### src/rtl/debsched_pkg.sv
// Shared types for the multi-channel debounce scheduler: scan state, event record, FIFO depth.
package debsched_pkg;

    typedef enum logic {
        IDLE = 1'b0,
        SCAN = 1'b1
    } scan_state_e;

    // Channel field is sized for the largest supported channel count; tops use the low bits.
    localparam int EVT_CH_W = 8;

    typedef struct packed {
        logic [EVT_CH_W-1:0] ch;
        logic                rise;
    } evt_t;

    localparam int FIFO_DEPTH = 4;

endpackage

### src/rtl/debsched_evt_fifo.sv
// Event FIFO with a registered head stage; the head register counts toward FIFO_DEPTH entries.
module debsched_evt_fifo
    import debsched_pkg::*;
(
    input  logic clk,
    input  logic rst,
    input  logic push_i,
    input  evt_t data_i,
    input  logic pop_i,
    output logic full_o,
    output logic empty_o,
    output evt_t data_o
);

    localparam int AW = $clog2(FIFO_DEPTH);

    evt_t          mem_q [FIFO_DEPTH];
    logic [AW-1:0] wr_q, rd_q;
    logic [AW:0]   cnt_q, occ;
    evt_t          head_q;
    logic          head_vld_q;
    logic          move;

    // Entries always pass through the memory first, which gives the extra cycle of latency.
    assign move    = (cnt_q != '0) && (!head_vld_q || pop_i);
    assign occ     = cnt_q + {{AW{1'b0}}, head_vld_q};
    assign full_o  = (occ == (AW+1)'(FIFO_DEPTH));
    assign empty_o = !head_vld_q;
    assign data_o  = head_q;

    always_ff @(posedge clk) begin
        if (push_i) begin
            mem_q[wr_q] <= data_i;
        end
    end

    always_ff @(posedge clk) begin
        if (rst) begin
            wr_q       <= '0;
            rd_q       <= '0;
            cnt_q      <= '0;
            head_q     <= '0;
            head_vld_q <= 1'b0;
        end else begin
            if (push_i) begin
                wr_q <= wr_q + 1'b1;
            end
            if (move) begin
                head_q <= mem_q[rd_q];
                rd_q   <= rd_q + 1'b1;
            end
            head_vld_q <= move ? 1'b1 : (pop_i ? 1'b0 : head_vld_q);
            cnt_q      <= cnt_q + (AW+1)'(push_i) - (AW+1)'(move);
        end
    end

endmodule

### src/rtl/debounce_scheduler.sv
// Time-shared multi-channel debouncer with a valid/ready event port.
// Define DEBSCHED_EVT_FIFO_EN to buffer events in a 4-entry FIFO instead of a single register.
module debounce_scheduler
    import debsched_pkg::*;
#(
    parameter int N_CH       = 4,
    parameter int TICK_DIV   = 8,
    parameter int STABLE_CNT = 3
) (
    input  logic                    clk,
    input  logic                    rst,
    input  logic [N_CH-1:0]         in_i,
    output logic [N_CH-1:0]         out_o,
    output logic                    evt_valid_o,
    input  logic                    evt_ready_i,
    output logic [$clog2(N_CH)-1:0] evt_ch_o,
    output logic                    evt_rise_o,
    output logic                    evt_ovf_o,
    input  logic                    ovf_clr_i
);

    localparam int CH_W = $clog2(N_CH);
    localparam int PW   = $clog2(TICK_DIV);
    localparam int CW   = $clog2(STABLE_CNT + 1);

    if (TICK_DIV < N_CH + 1) begin : g_bad_div
        $error("TICK_DIV must be >= N_CH+1");
    end
    if (STABLE_CNT < 1) begin : g_bad_stable
        $error("STABLE_CNT must be >= 1");
    end
    if (N_CH < 2 || CH_W >= EVT_CH_W) begin : g_bad_nch
        $error("N_CH out of supported range");
    end

    logic [N_CH-1:0]          sync1_q, sync2_q;
    logic [PW-1:0]            pre_q, pre_d;
    logic                     tick;
    scan_state_e              state_q, state_d;
    logic [CH_W-1:0]          idx_q, idx_d;
    logic [N_CH-1:0][CW-1:0]  cnt_q, cnt_d;
    logic [N_CH-1:0]          out_q, out_d;
    logic                     new_evt;
    evt_t                     new_evt_data;
    logic                     xfer, drop;
    logic                     ovf_q, ovf_d;
    logic                     evt_unused;

    assign tick  = (pre_q == PW'(TICK_DIV - 1));
    assign pre_d = tick ? '0 : pre_q + 1'b1;

    always_comb begin
        state_d = state_q;
        idx_d   = idx_q;
        case (state_q)
            IDLE: begin
                if (tick) begin
                    state_d = SCAN;
                    idx_d   = '0;
                end
            end
            SCAN: begin
                if (idx_q == CH_W'(N_CH - 1)) begin
                    state_d = IDLE;
                    idx_d   = '0;
                end else begin
                    idx_d = idx_q + 1'b1;
                end
            end
            default: state_d = IDLE;
        endcase
    end

    // One channel per scan cycle, so at most one event can be produced per cycle.
    always_comb begin
        cnt_d        = cnt_q;
        out_d        = out_q;
        new_evt      = 1'b0;
        new_evt_data = '0;
        if (state_q == SCAN) begin
            if (sync2_q[idx_q] == out_q[idx_q]) begin
                cnt_d[idx_q] = '0;
            end else if (cnt_q[idx_q] + CW'(1) == CW'(STABLE_CNT)) begin
                out_d[idx_q]      = ~out_q[idx_q];
                cnt_d[idx_q]      = '0;
                new_evt           = 1'b1;
                new_evt_data.ch   = EVT_CH_W'(idx_q);
                new_evt_data.rise = ~out_q[idx_q];
            end else begin
                cnt_d[idx_q] = cnt_q[idx_q] + CW'(1);
            end
        end
    end

    assign xfer = evt_valid_o & evt_ready_i;

`ifdef DEBSCHED_EVT_FIFO_EN
    logic fifo_full, fifo_empty;
    evt_t fifo_head;

    assign drop = new_evt & fifo_full & ~xfer;

    debsched_evt_fifo u_evt_fifo (
        .clk     (clk),
        .rst     (rst),
        .push_i  (new_evt & ~drop),
        .data_i  (new_evt_data),
        .pop_i   (xfer),
        .full_o  (fifo_full),
        .empty_o (fifo_empty),
        .data_o  (fifo_head)
    );

    assign evt_valid_o = ~fifo_empty;
    assign evt_ch_o    = fifo_head.ch[CH_W-1:0];
    assign evt_rise_o  = fifo_head.rise;
    assign evt_unused  = ^fifo_head.ch[EVT_CH_W-1:CH_W];
`else
    logic evt_vld_q, evt_vld_d;
    evt_t evt_q, evt_d;

    // A transfer in the same cycle frees the register for the new event.
    always_comb begin
        evt_vld_d = evt_vld_q;
        evt_d     = evt_q;
        drop      = 1'b0;
        if (new_evt) begin
            if (!evt_vld_q || xfer) begin
                evt_vld_d = 1'b1;
                evt_d     = new_evt_data;
            end else begin
                drop = 1'b1;
            end
        end else if (xfer) begin
            evt_vld_d = 1'b0;
        end
    end

    always_ff @(posedge clk) begin
        if (rst) begin
            evt_vld_q <= 1'b0;
            evt_q     <= '0;
        end else begin
            evt_vld_q <= evt_vld_d;
            evt_q     <= evt_d;
        end
    end

    assign evt_valid_o = evt_vld_q;
    assign evt_ch_o    = evt_q.ch[CH_W-1:0];
    assign evt_rise_o  = evt_q.rise;
    assign evt_unused  = ^evt_q.ch[EVT_CH_W-1:CH_W];
`endif

    assign ovf_d = drop ? 1'b1 : (ovf_clr_i ? 1'b0 : ovf_q);

    always_ff @(posedge clk) begin
        if (rst) begin
            sync1_q <= '0;
            sync2_q <= '0;
            pre_q   <= '0;
            state_q <= IDLE;
            idx_q   <= '0;
            cnt_q   <= '0;
            out_q   <= '0;
            ovf_q   <= 1'b0;
        end else begin
            sync1_q <= in_i;
            sync2_q <= sync1_q;
            pre_q   <= pre_d;
            state_q <= state_d;
            idx_q   <= idx_d;
            cnt_q   <= cnt_d;
            out_q   <= out_d;
            ovf_q   <= ovf_d;
        end
    end

    assign out_o     = out_q;
    assign evt_ovf_o = ovf_q;

endmodule
### config.mk
export PLATFORM = sky130hd
export DESIGN_NAME = debounce_scheduler
export DESIGN_NICKNAME = d
export VERILOG_FILES = /design/src/rtl/debsched_pkg.sv /design/src/rtl/debsched_evt_fifo.sv /design/src/rtl/debounce_scheduler.sv
export SDC_FILE = /design/constraint.sdc
export NUM_CORES = 1
export LEC_CHECK = 0
export CAP_MARGIN = 25
export CORE_MARGIN = 2
export CORE_UTILIZATION = 25
export CTS_BUF_LIST = sky130_fd_sc_hd__clkbuf_4
export DETAILED_ROUTE_END_ITERATION = 12
export GPL_TIMING_DRIVEN = 0
export PLACE_DENSITY = 0.52
export RECOVER_POWER = 50
export SLEW_MARGIN = 20
export SYNTH_ARGS = -nofsm -noshare
export SYNTH_HDL_FRONTEND = slang
export SYNTH_HIERARCHICAL = 1
export SYNTH_SLANG_ARGS = --single-unit
### constraint.sdc
create_clock -name clk -period 2.35 [get_ports clk]
set_input_delay 0.235 -clock clk [delete_from_list [all_inputs] [get_ports clk]]
set_output_delay 0.235 -clock clk [all_outputs]
set_load 0.01 [all_outputs]
==> metrics.md <==
| Metric | Value |
|---|---|
| Most numerous cell in the Yosys netlist | dfxtp_1 |
| Routed Antenna Nets | 0 |
| Worst-path clk slew | 100 ps |
| Initial antenna violation count | 0 |
| Dpl hpwl | 2070 um |
| Cells after Synth | between 100 and 150 |
| GR peak layer | met2 |
| Critical Path Source Type | register |
| Worst skew pair latency | about 340 ps |
| Congestion Overflow GR | 0 |
| Worst slew margin | 0.678 |
| H-tree Lvls | 2 |
| Yosys reg bits | 31 |
| Largest net degree at the start of global routing | 11 |
| Max-cap violation count | 0 |
| Status | complete, no violations |
| Area fraction of the dominant cell type after synthesis | 0.471 |
| Antenna cell count | 0 |
| Sink Count | 31 |
| DRT Pass-1 Iters | 4 |
| Commonest cells post-synth | dfxtp_1, o21ai_0, ha_1, nand3b_1, nor2b_1 |
| I/O pins | 17 |
| TritonCTS clock tree | built |
| Final hold viol count | 0 |
| Final Cell Area | 0.00163 mm^2 |
| Register-to-Register Path Depth | 5 |
| Post-layout min period | 2250 ps |
| Core ar. | 0.00511 mm^2 |
| Final net count | 162 |
| Syn nets | between 100 and 150 |
| Netlist cell types | 28 |
| Final Setup Violations | 0 |
| Synth warnings | 6 |
| Rows | 26 |
| Synth-to-Final Area Change | 23.4% |
| Share of synthesized registers carrying an async set or reset | 0 |
| Pwr/cell area | between 500 and 600 mW/mm^2 |
| RSZ-0062 raised after global routing | no |
| Worst Tran Pin Value | 484 ps |
| Die Height | 76.6 um |
| Initial Util | 0.258 |
| Area taken by multi-input logic gates | 662 um^2 |
| Achievable frequency | about 440 MHz |
| Number of fill cells in the layout | 540 |
| Post-synthesis sequential area ratio | 0.471 |
| Vias in the first global route | 1044 |
| Port Buf Inserts | 16 |
| Synthesized cell area | 0.00132 mm^2 |
| Storage cell area | 622 um^2 |
| Worst Skew | 3.78 ps |
| Setup TNS | 0 ps |
| Drt wl/cell | around 13 um |
| Hold_buf cts | 0 |
| Final number of max-transition violations | 0 |
| Die area | 0.00587 mm^2 |
| Overall routing resource usage | 0.108 |
| Crit path DAT | 2490 ps |
| Clock Tree Root | clkbuf_4 |
| DRT iter0 DRCs | 52 |
| Met2 usage | 0.180 |
| Hold Crit Class | in2reg |
| M1 GR Usage | 0.123 |
| CP Capture Type | register |
| CP max FO | 10 |
| Gp weighted congestion | 0.819 |
| Longest Clk Path Bufs | 2 |
| Share of layout cells above drive strength 1 | 0.109 |
| Post-synth EDFFs | 0 |
| Post-DP Area | 0.00157 mm^2 |
| Num CTS Buffers | 5 |
| Avg Cell Area, Syn | 10.7 um^2 |
| First-pass GRT wire length | 5020 um |
| Leak Pwr | 0.576 nW |
| Critical path type | reg2reg |
| Yosys top cell by area | dfxtp_1 |
| Total Routed Length | roughly 2900 um |
| Max IR drop VDD | between 0.2 and 0.3 mV |
| Top FF cell, synth | dfxtp_1 |
| Final worst path period share | 0.957 |
| Residual DRC | 0 |
| Largest cells by area after synthesis | dfxtp_1, ha_1, mux4_1 |
| Hold Crit Depth | 2 |
| Vias per cell | 4.79 |
| Die W | 76.6 um |
| Via count | between 1000 and 1500 |
| CP required | around 2600 ps |
| GR met3 Demand/Resource | 0.0438 |
## flip-flops by register name, summed over array words and instances, names as in the netlist
signal       flops
cnt_q            8
evt_ch_o         2
evt_ovf_o        1
evt_rise_o       1
evt_valid_o      1
idx_q            2
out_o            4
pre_q            3
state_q          1
sync1_q          4
sync2_q          4
## power breakdown
part	total, W	internal, W	leakage [nW]	switching [W]
logic	0.0000436	0.0000238	0.298	0.0000198
clock network	0.000301	0.000109	0.0263	0.000192
registers	0.000539	0.000536	0.253	0.00000270
total	0.000884	0.000669	0.576	0.000215
## placed cells by master (no fill, tap or decap), drive strengths merged
cell            n
clkdlybuf4s50   9
or3b            1
o21ai          10
nor2b           8
clkinvlp        1
nand2b          3
a21oi           7
ha              8
nor2            4
buf             1
nand3           3
nand3b          8
a41oi           4
xor2            1
nand2           4
nor3            3
o31ai           1
dlygate4sd3     7
mux4            4
a311oi          4
or4             2
nand4           1
clkinv          2
and3            4
clkbuf         10
xnor2           1
nor3b           2
dfxtp          31
inv             3
## path summary, 6_finish.rpt
path,slack [ps],endpoint,from
worst max-delay path,100,out_o[1],idx_q[0]
worst min-delay path,430,sync1_q[1],in_i[1]
worst max register to register,100,out_o[1],idx_q[0]
worst min register to register,440,pre_q[0],pre_q[0]
## critical path: stages (launching register included)
cell and delay (ps):
dfxtp_2 370, buf_6 150, mux4_2 620, xor2_2 450, a41oi_1 210, a311oi_1 340
## stage by stage
step                total power, W  worst slack [ps]  utilization  hold WS [ps]  std cells
global route              0.000926              5.85        0.318           427        217
floorplan                 0.000575               242            -           363        123
finish                    0.000884               102        0.318           431        217
CTS                       0.000894              45.7        0.317           423        217
global placement          0.000592              71.8        0.306           416        209
detailed placement        0.000595              18.7        0.306           423        209
## cell type report
class	count	share of cell area
well taps	70	0.0539
clock inverters	3	0.00924
inverters	3	0.00693
flip-flops and latches	31	0.383
plain buffers	6	0.0185
repair buffers	16	0.0985
multi-input cells	83	0.407
clock buffers	5	0.0231
## logic make-up after synthesis
family | synth area share
and+or+nand+nor | 0.202
DFF | 0.471
AOI/OAI and AO/OA | 0.123
buffers and inverters | 0.0313
adders and majority gates | 0.0760
muxes | 0.0769
xor gates and xnor gates | 0.0190
## layer usage
layer / routed length, um / up-vias
met5: 0 / -
met4: 68 / 0
met3: 157 / 9
met2: 1420 / 29
met1: 1230 / 502
li1: - / 500
## timing repair
| action | in CTS | in global routing |
|---|---|---|
| hold endpoints to repair | 0 | 0 |
| cloned | 0 | 0 |
| gates resized for setup | 1 | 5 |
| endpoints found under the setup margin | 5 | 8 |
| setup buffers | 0 | 0 |
Note: power is estimated with default switching activity, not from simulation.
